$ cat config.mk
export PLATFORM = sky130hd
export DESIGN_NAME = clock_reset_manager_flat
export DESIGN_NICKNAME = d
export VERILOG_FILES = /design/src/rtl/clock_reset_manager_if.sv /design/src/rtl/clock_reset_manager.sv /design/src/flat_wrapper.sv
export SDC_FILE = /design/constraint.sdc
export NUM_CORES = 1
export LEC_CHECK = 0
export ABC_AREA = 1
export BUFFER_PORTS_ARGS = -buffer_cell sky130_fd_sc_hd__buf_2
export CORE_ASPECT_RATIO = 0.9
export CORE_MARGIN = 2
export CORE_UTILIZATION = 53
export CTS_CLUSTER_DIAMETER = 30
export CTS_CLUSTER_SIZE = 24
export DETAILED_ROUTE_END_ITERATION = 10
export PLACE_DENSITY = 0.72
export SYNTH_ARGS = -nofsm -noshare
export SYNTH_HDL_FRONTEND = slang
export SYNTH_SLANG_ARGS = --single-unit
$ cat constraint.sdc
create_clock -name clock_in -period 3.9 [get_ports clock_in]
set_clock_uncertainty 0.1 [all_clocks]
set_input_delay 0.975 -clock clock_in [delete_from_list [all_inputs] [get_ports clock_in]]
set_output_delay 0.975 -clock clock_in [all_outputs]
set_load 0.05 [all_outputs]
$ cat src/rtl/clock_reset_manager_if.sv
// Control/status bundle for clock_reset_manager: lock and soft-reset inputs,
// system reset, clock enables and debug status outputs.
interface clock_reset_manager_if #(
    parameter int NUM_CH = 3
);
    logic              pll_locked;
    logic              soft_reset;
    logic              sys_resetb;
    logic [NUM_CH-1:0] ce;
    logic [1:0]        state;
    logic [7:0]        lock_loss_cnt;

    modport master (
        output pll_locked,
        output soft_reset,
        input  sys_resetb,
        input  ce,
        input  state,
        input  lock_loss_cnt
    );

    modport slave (
        input  pll_locked,
        input  soft_reset,
        output sys_resetb,
        output ce,
        output state,
        output lock_loss_cnt
    );
endinterface

$ cat src/rtl/clock_reset_manager.sv
// Lock-qualified system reset plus phase-aligned clock-enable dividers.
// `define SIM_FAST_LOCK_EN shortens lock qualification to 16 cycles for simulation.
module clock_reset_manager #(
    parameter int                        NUM_CH      = 3,
    parameter int                        DIV_W       = 8,
    parameter logic [NUM_CH*DIV_W-1:0]   DIVS        = {8'd9, 8'd3, 8'd0},
    parameter int unsigned               LOCK_CYCLES = 1024
) (
    input  logic                   clock_in,
    input  logic                   resetb,
    clock_reset_manager_if.slave   bus
);

`ifdef SIM_FAST_LOCK_EN
    localparam int unsigned EFF_LOCK = 16;
`else
    localparam int unsigned EFF_LOCK = LOCK_CYCLES;
`endif
    localparam int unsigned CNT_W = $clog2(EFF_LOCK + 1);
    localparam logic [CNT_W-1:0] LOCK_LAST = CNT_W'(EFF_LOCK - 1);

    typedef enum logic [1:0] {
        ST_WAIT  = 2'd0,
        ST_RUN   = 2'd1,
        ST_FAULT = 2'd2
    } state_e;

    state_e           state_q, state_d;
    logic             sync1_q, locked_s_q;
    logic [CNT_W-1:0] lock_cnt_q, lock_cnt_d;
    logic [7:0]       loss_cnt_q, loss_cnt_d;
    logic             sys_resetb_q, sys_resetb_d;
    logic [NUM_CH-1:0] ce;

    always_ff @(posedge clock_in or negedge resetb) begin
        if (!resetb) begin
            sync1_q    <= 1'b0;
            locked_s_q <= 1'b0;
        end else begin
            sync1_q    <= bus.pll_locked;
            locked_s_q <= sync1_q;
        end
    end

    always_ff @(posedge clock_in or negedge resetb) begin
        if (!resetb) begin
            state_q      <= ST_WAIT;
            lock_cnt_q   <= '0;
            loss_cnt_q   <= '0;
            sys_resetb_q <= 1'b0;
        end else begin
            state_q      <= state_d;
            lock_cnt_q   <= lock_cnt_d;
            loss_cnt_q   <= loss_cnt_d;
            sys_resetb_q <= sys_resetb_d;
        end
    end

    always_comb begin
        state_d    = state_q;
        loss_cnt_d = loss_cnt_q;
        lock_cnt_d = '0;
        if (state_q == ST_WAIT && locked_s_q && !bus.soft_reset)
            lock_cnt_d = lock_cnt_q + 1'b1;

        case (state_q)
            ST_WAIT: begin
                if (locked_s_q && lock_cnt_q == LOCK_LAST)
                    state_d = ST_RUN;
            end
            ST_RUN: begin
                // Lock loss outranks soft_reset so every loss is counted.
                if (!locked_s_q) begin
                    state_d = ST_FAULT;
                    if (loss_cnt_q != 8'hFF)
                        loss_cnt_d = loss_cnt_q + 8'd1;
                end else if (bus.soft_reset) begin
                    state_d = ST_WAIT;
                end
            end
            ST_FAULT: state_d = ST_WAIT;
            default:  state_d = ST_WAIT;
        endcase

        sys_resetb_d = (state_d == ST_RUN);
    end

    // Dividers sit at zero while in reset so every release restarts them in phase.
    for (genvar g = 0; g < NUM_CH; g++) begin : g_div
        localparam logic [DIV_W-1:0] DIV_VAL = DIVS[g*DIV_W +: DIV_W];
        logic [DIV_W-1:0] cnt_q, cnt_d;

        always_comb begin
            cnt_d = cnt_q + 1'b1;
            if (!sys_resetb_q || cnt_q == DIV_VAL)
                cnt_d = '0;
        end

        always_ff @(posedge clock_in or negedge resetb) begin
            if (!resetb)
                cnt_q <= '0;
            else
                cnt_q <= cnt_d;
        end

        assign ce[g] = sys_resetb_q & (cnt_q == DIV_VAL);
    end

    assign bus.sys_resetb    = sys_resetb_q;
    assign bus.ce            = ce;
    assign bus.state         = state_q;
    assign bus.lock_loss_cnt = loss_cnt_q;

endmodule
$ cat src/flat_wrapper.sv
// flat-port wrapper written by rule: the top's interface ports become plain ports
module clock_reset_manager_flat 
#(
    parameter int                        NUM_CH      = 3,
    parameter int                        DIV_W       = 8,
    parameter logic [NUM_CH*DIV_W-1:0]   DIVS        = {8'd9, 8'd3, 8'd0},
    parameter int unsigned               LOCK_CYCLES = 1024
)
  (clock_in, resetb, bus_pll_locked, bus_soft_reset, bus_sys_resetb, bus_ce, bus_state, bus_lock_loss_cnt);
  clock_reset_manager_if #(.NUM_CH(NUM_CH)) bus_i ();
  input  logic clock_in;
  input  logic resetb;
  input wire logic [$bits(bus_i.pll_locked)-1:0] bus_pll_locked;
  input wire logic [$bits(bus_i.soft_reset)-1:0] bus_soft_reset;
  output wire logic [$bits(bus_i.sys_resetb)-1:0] bus_sys_resetb;
  output wire logic [$bits(bus_i.ce)-1:0] bus_ce;
  output wire logic [$bits(bus_i.state)-1:0] bus_state;
  output wire logic [$bits(bus_i.lock_loss_cnt)-1:0] bus_lock_loss_cnt;
  assign bus_i.pll_locked = bus_pll_locked;
  assign bus_i.soft_reset = bus_soft_reset;
  assign bus_sys_resetb = bus_i.sys_resetb;
  assign bus_ce = bus_i.ce;
  assign bus_state = bus_i.state;
  assign bus_lock_loss_cnt = bus_i.lock_loss_cnt;
  clock_reset_manager #(.NUM_CH(NUM_CH), .DIV_W(DIV_W), .DIVS(DIVS), .LOCK_CYCLES(LOCK_CYCLES)) u_core (.clock_in(clock_in), .resetb(resetb), .bus(bus_i));
endmodule
; Yosys cells after proc, flatten, opt, wreduce, memory -nomap -nowiden
; Cells that the tools add are included.
; Widths: inputs -> output; s select.
[word_totals]
out_inout_bits = 14
register_bits = 48
word_cells = 43
input_bits = 4
[op_classes]
bitwise = 4
n_mux = 8
n_eq_ne = 6
add_sub_neg = 5
reduce_logical = 11
[ops]
columns = op, n
row1 = $add 8x1->8 const B, 4
row2 = $mux 8, 3
row3 = $add 11x1->11 const B, 1
row4 = $eq 11x10->1 const B, 1
row5 = $mux 11, 1
row6 = $eq 8x2->1 const B, 1
row7 = $eq 8x4->1 const B, 1
row8 = $logic_not 8->1, 1
row9 = $ne 8x8->1 const B, 1
row10 = $mux 2, 3
row11 = $eq 2x1->1 const B, 2
row12 = $pmux 2 s2, 1
row13 = $and 1x1->1, 3
row14 = $logic_and 1x1->1, 3
row15 = $logic_or 1x1->1, 3
row16 = $reduce_and 3->1, 1
row17 = $logic_not 1->1, 2
row18 = $logic_not 2->1, 1
row19 = $not 1->1, 1

; Longest topological paths before layout
[logic_depth]
word_depth = 5
ltp_mapped = 7
mapped_depth_nobuf = 7

; Least setup slack after synthesis
; No wires, ideal clock.
[synth_path]
kind = reg-to-output
startpoint = reg u_core.sys_resetb_q (netlist: u_core.bus.sys_resetb)
endpoint = out bus_ce[2]
required_time_ns = 2.825
path_buffers = 0
setup_slack_ns = 0.905
arrival_ns = 1.920
stages_incl_launch_ff = 3
cell_sequence = dfrtp_1 > inv_1 > nor3_1
[synth_between]
elab_chain_len = 1
[synth_lines]
columns = element, line
row1 = start: declaration, clock_reset_manager.sv:32  ; logic sys_resetb_q, sys_resetb_d;
row2 = start signal: assignment, clock_reset_manager.sv:55  ; sys_resetb_q <= sys_resetb_d;
row3 = $and 1x1->1, clock_reset_manager.sv:106  ; assign ce[g] = sys_resetb_q & (cnt_q == DIV_VAL);
row4 = end: declaration, flat_wrapper.sv:16  ; output wire logic [$bits(bus_i.ce)-1:0] bus_ce;
; Every way passes these cells.

; Final worst setup path
[layout_path]
startpoint = reg u_core.g_div[2].cnt_q[1]
endpoint = out bus_ce[2]
[layout_between]
elab_chain_len = 2
[layout_lines]
columns = element, line
row1 = start: declaration, clock_reset_manager.sv:91  ; logic [DIV_W-1:0] cnt_q, cnt_d;
row2 = start signal: assignment, clock_reset_manager.sv:103  ; cnt_q <= cnt_d;
row3 = $eq 8x4->1, clock_reset_manager.sv:106
row4 = $and 1x1->1, clock_reset_manager.sv:106
; Every way passes these cells.

==> run_summary.xml <==
<?xml version="1.0" encoding="UTF-8"?>
<metrics>
  <group name="clock_network">
    <metric name="cts_buffer_depth" unit="">2</metric>
    <metric name="cts_tree" unit="">done</metric>
    <metric name="worst_skew_pair_later_pin_latency" unit="ns">0.29</metric>
    <metric name="number_of_sinks_on_the_clock_net" unit="">48</metric>
    <metric name="htree_levels" unit="">2</metric>
    <metric name="cts_buffers" unit="">5</metric>
    <metric name="cts_hold_buffers" unit="">0</metric>
    <metric name="clk_transition_reported_paths" unit="ns">0.08</metric>
    <metric name="postCtsResizedCells" unit="">0</metric>
    <metric name="cts_setup_buffers" unit="">0</metric>
    <metric name="clock-root-buffer" unit="">clkbuf_8</metric>
  </group>
  <group name="outcome">
    <metric name="outcome" unit="">finished clean</metric>
  </group>
  <group name="timing">
    <metric name="rsz0062_at_grt" unit="">no</metric>
    <metric name="min_period_over_period" unit="%">64.8</metric>
    <metric name="fin_tns_setup" unit="ns">0</metric>
    <metric name="max_slew.worst_pin.slew" unit="ns">1.05</metric>
    <metric name="finalWorstPathRequiredPeriod" unit="ns">2.53</metric>
    <metric name="final-hold-violation-count" unit="">0</metric>
    <metric name="fmax" unit="MHz">395</metric>
    <metric name="timing.final.setup_violations" unit="">0</metric>
    <metric name="timing_max_transition_violations_final" unit="">0</metric>
    <metric name="slew_headroom" unit="%">30.0</metric>
  </group>
  <group name="global_route">
    <metric name="grt.overflow.total" unit="">0</metric>
    <metric name="antenna_found_initial" unit="">0</metric>
    <metric name="largest_net_degree_at_the_start_of_global_routing" unit="">49</metric>
    <metric name="number_of_global_route_vias_before_repair" unit="">1699</metric>
    <metric name="gr_util_met1" unit="%">25.2</metric>
    <metric name="globalRouteTotalUtil" unit="%">18.2</metric>
    <metric name="grt_first_pass_wirelength" unit="um">7230</metric>
    <metric name="met2_demand_to_capacity_share_in_global_routing" unit="%">29.1</metric>
    <metric name="busiest_layer" unit="">met2</metric>
    <metric name="use_met3" unit="%">3.49</metric>
  </group>
  <group name="place">
    <metric name="half_perimeter_wire_length_after_placement" unit="um">3000</metric>
    <metric name="placer_s_final_routability_congestion_estimate" unit="">0.846</metric>
    <metric name="portBuffers" unit="">17</metric>
    <metric name="placed_cells_incl_taps" unit="">378</metric>
  </group>
  <group name="die">
    <metric name="boundaryPins" unit="">18</metric>
    <metric name="fp.dieArea" unit="mm^2">0.00519</metric>
    <metric name="die_y" unit="um">68.5</metric>
    <metric name="area_of_the_core" unit="mm^2">0.00446</metric>
    <metric name="die_width" unit="um">75.7</metric>
    <metric name="initial_utilization" unit="%">55.0</metric>
    <metric name="floorplan.rows" unit="">23</metric>
  </group>
  <group name="cells_and_area">
    <metric name="nets" unit="">334</metric>
    <metric name="nFillCells" unit="">386</metric>
    <metric name="diodes" unit="">0</metric>
    <metric name="areaGrowthSynthToFinish" unit="%">11.8</metric>
    <metric name="fin_cells" unit="">386</metric>
    <metric name="post_route_cells_drive_above_1_share" unit="%">13.3</metric>
  </group>
  <group name="synthesis">
    <metric name="synth_seq_cells" unit="">48</metric>
    <metric name="number_of_warnings_reported_in_the_yosys_synthesis_log" unit="">0</metric>
    <metric name="synthesis.area" unit="mm^2">0.00245</metric>
    <metric name="synth_edf_count" unit="">0</metric>
    <metric name="synth_cell_types" unit="">30</metric>
    <metric name="netlist.top_cell.by_area" unit="">dfrtp_1</metric>
    <metric name="synth_sequential_area_ratio" unit="%">49.0</metric>
    <metric name="yosys_most_used_dff" unit="">dfrtp_1</metric>
    <metric name="yosysTopAreaCellShare" unit="%">49.0</metric>
    <metric name="synth_fp_nets" unit="">310</metric>
    <metric name="synth.top_cells.by_area" unit="">dfrtp_1 49%, nand2_1 11%, nor2_1 8.3%</metric>
    <metric name="post_synth_inst_count" unit="">299</metric>
    <metric name="mean_syn_cell_area" unit="um^2">8.20</metric>
    <metric name="synth-async-reset-ratio" unit="%">100</metric>
  </group>
  <group name="detailed_routing">
    <metric name="routed_wirelength" unit="um">4120</metric>
    <metric name="vias_per_cell" unit="">4.89</metric>
    <metric name="drcViolationCount" unit="">0</metric>
    <metric name="antenna_left" unit="">0</metric>
    <metric name="detailroute.via_count" unit="">1887</metric>
    <metric name="drt-initial-drc-count" unit="">99</metric>
    <metric name="routed_wire_length_per_instance" unit="um">10.7</metric>
    <metric name="drt_pass1_iterations" unit="">4</metric>
  </group>
  <group name="worst_setup_path">
    <metric name="worstSetupEndpointType" unit="">output port</metric>
    <metric name="timing.critical_path.required" unit="ns">2.82</metric>
    <metric name="critPathArrivalTime" unit="ns">1.45</metric>
    <metric name="r2r_cells" unit="">6</metric>
    <metric name="critPathLaunchType" unit="">flop</metric>
    <metric name="path_max_fanout" unit="">3</metric>
    <metric name="timing_worst_setup_path_type" unit="">reg2out</metric>
  </group>
  <group name="hold_path">
    <metric name="min_delay_path_depth" unit="">0</metric>
    <metric name="worst_hold_path_type" unit="">reg2reg</metric>
  </group>
  <group name="run">
    <metric name="max-cap-violations" unit="">0</metric>
  </group>
  <group name="power">
    <metric name="power.static_leakage" unit="nW">1.32</metric>
    <metric name="power_density" unit="mW/mm^2">328</metric>
    <metric name="ir_drop" unit="V">0.000201</metric>
  </group>
</metrics>
## layer usage
metal	vias up	share of wire, %
met5	-	0
met4	0	0.44
met3	2	2.9
met2	24	43
met1	877	54
li1	984	-
## critical path, cell delays in order, from the launching register on
cell and delay (ns):
dfrtp_1 0.40, inv_1 0.06, ha_1 0.13, nand3b_1 0.11, nor3_1 0.17, buf_2 0.28
## cells by family after synthesis
kind of cell / Yosys count / synth area share [%]
XOR/XNOR: 14 / 5.31
AND/OR/NAND/NOR: 167 / 30.4
adder cells (fa/ha/maj): 7 / 3.57
flip-flops: 48 / 49.0
buffers and inverters: 44 / 6.74
AO/OA/AOI/OAI: 19 / 4.95
## registers in the layout (all words and copies together) (netlist names)
name and flops:
u_core.bus.lock_loss_cnt 8, u_core.bus.state 2, u_core.bus.sys_resetb 1, u_core.g_div.cnt_q 24, u_core.lock_cnt_q 11, u_core.locked_s_q 1
u_core.sync1_q 1
## Yosys cell counts (2+ instances only)
cell and number:
nand2_1 70, nor2_1 54, dfrtp_1 48, inv_1 41, nand4_1 14, nand3_1 11, xor2_1 8, ha_1 7
xnor2_1 5, a21oi_1 4, nand3b_1 4, o21ai_0 4, inv_2 3, nor3_1 3, nand2_2 2, nand3_2 2
nor2_2 2, nor2_4 2, o21ai_2 2, o21bai_1 2, o22ai_1 2
## cell usage in the layout, fill, tap and decap left out, drive strengths merged
| cell type | netlist | final |
|---|---|---|
| nor3b | 1 | 1 |
| o21ai | 7 | 7 |
| dfrtp | 48 | 48 |
| nand3b | 4 | 4 |
| ha | 7 | 7 |
| or2 | 1 | 1 |
| o22ai | 2 | 2 |
| nand2 | 73 | 73 |
| inv | 44 | 44 |
| a21o | 1 | 1 |
| bufinv | 0 | 1 |
| xor2 | 8 | 8 |
| nor2 | 58 | 58 |
| nor3 | 3 | 3 |
| a21oi | 5 | 5 |
| nand3 | 13 | 13 |
| a31oi | 1 | 1 |
| clkbuf | 0 | 7 |
| nand4 | 14 | 14 |
| a31o | 1 | 1 |
| o21bai | 2 | 2 |
| buf | 0 | 17 |
| xnor2 | 6 | 6 |
## power breakdown
part	switching [W]	internal [W]	leakage [nW]
combinational	0.0000139	0.00000275	0.599
sequential	0.00000146	0.000499	0.660
clock	0.000155	0.000226	0.0645
## final timing paths
kind                                        startpoint                          end  slack [ns]
max reg2reg                u_core.bus.lock_loss_cnt[0]  u_core.bus.lock_loss_cnt[6]        2.31
max                           u_core.g_div[2].cnt_q[1]                    bus_ce[2]        1.37
min reg2reg                             u_core.sync1_q            u_core.locked_s_q        0.26
max in group asynchronous                       resetb         u_core.lock_cnt_q[2]        2.28
min in group asynchronous                       resetb     u_core.g_div[0].cnt_q[6]        0.75
min                                     u_core.sync1_q            u_core.locked_s_q        0.26
## stage by stage
stage	total power, W	util (%)	instance area (um^2)	worst slack [ns]	hold WS, ns
finish	0.000899	61.4	2740	1.37	0.259
CTS	0.000913	61.4	2740	1.36	0.265
floorplan	0.000515	-	2450	0.905	0.231
global placement	0.000528	58.6	2610	1.72	0.234
global route	0.000942	61.4	2740	1.27	0.272
detailed placement	0.000528	58.6	2610	1.70	0.246
## layout make-up
| type | count | area (um^2) | area share, % |
|---|---|---|---|
| repair buffers | 17 | 85.1 | 3.11 |
| well taps | 62 | 77.6 | 2.83 |
| clock inverters | 1 | 30.0 | 1.10 |
| multi-input cells | 207 | 1080 | 39.6 |
| clock buffers | 7 | 96.3 | 3.52 |
| inverters | 44 | 165 | 6.03 |
| flip-flops and latches | 48 | 1200 | 43.8 |
No activity file was read; power rests on OpenSTA's default activity.
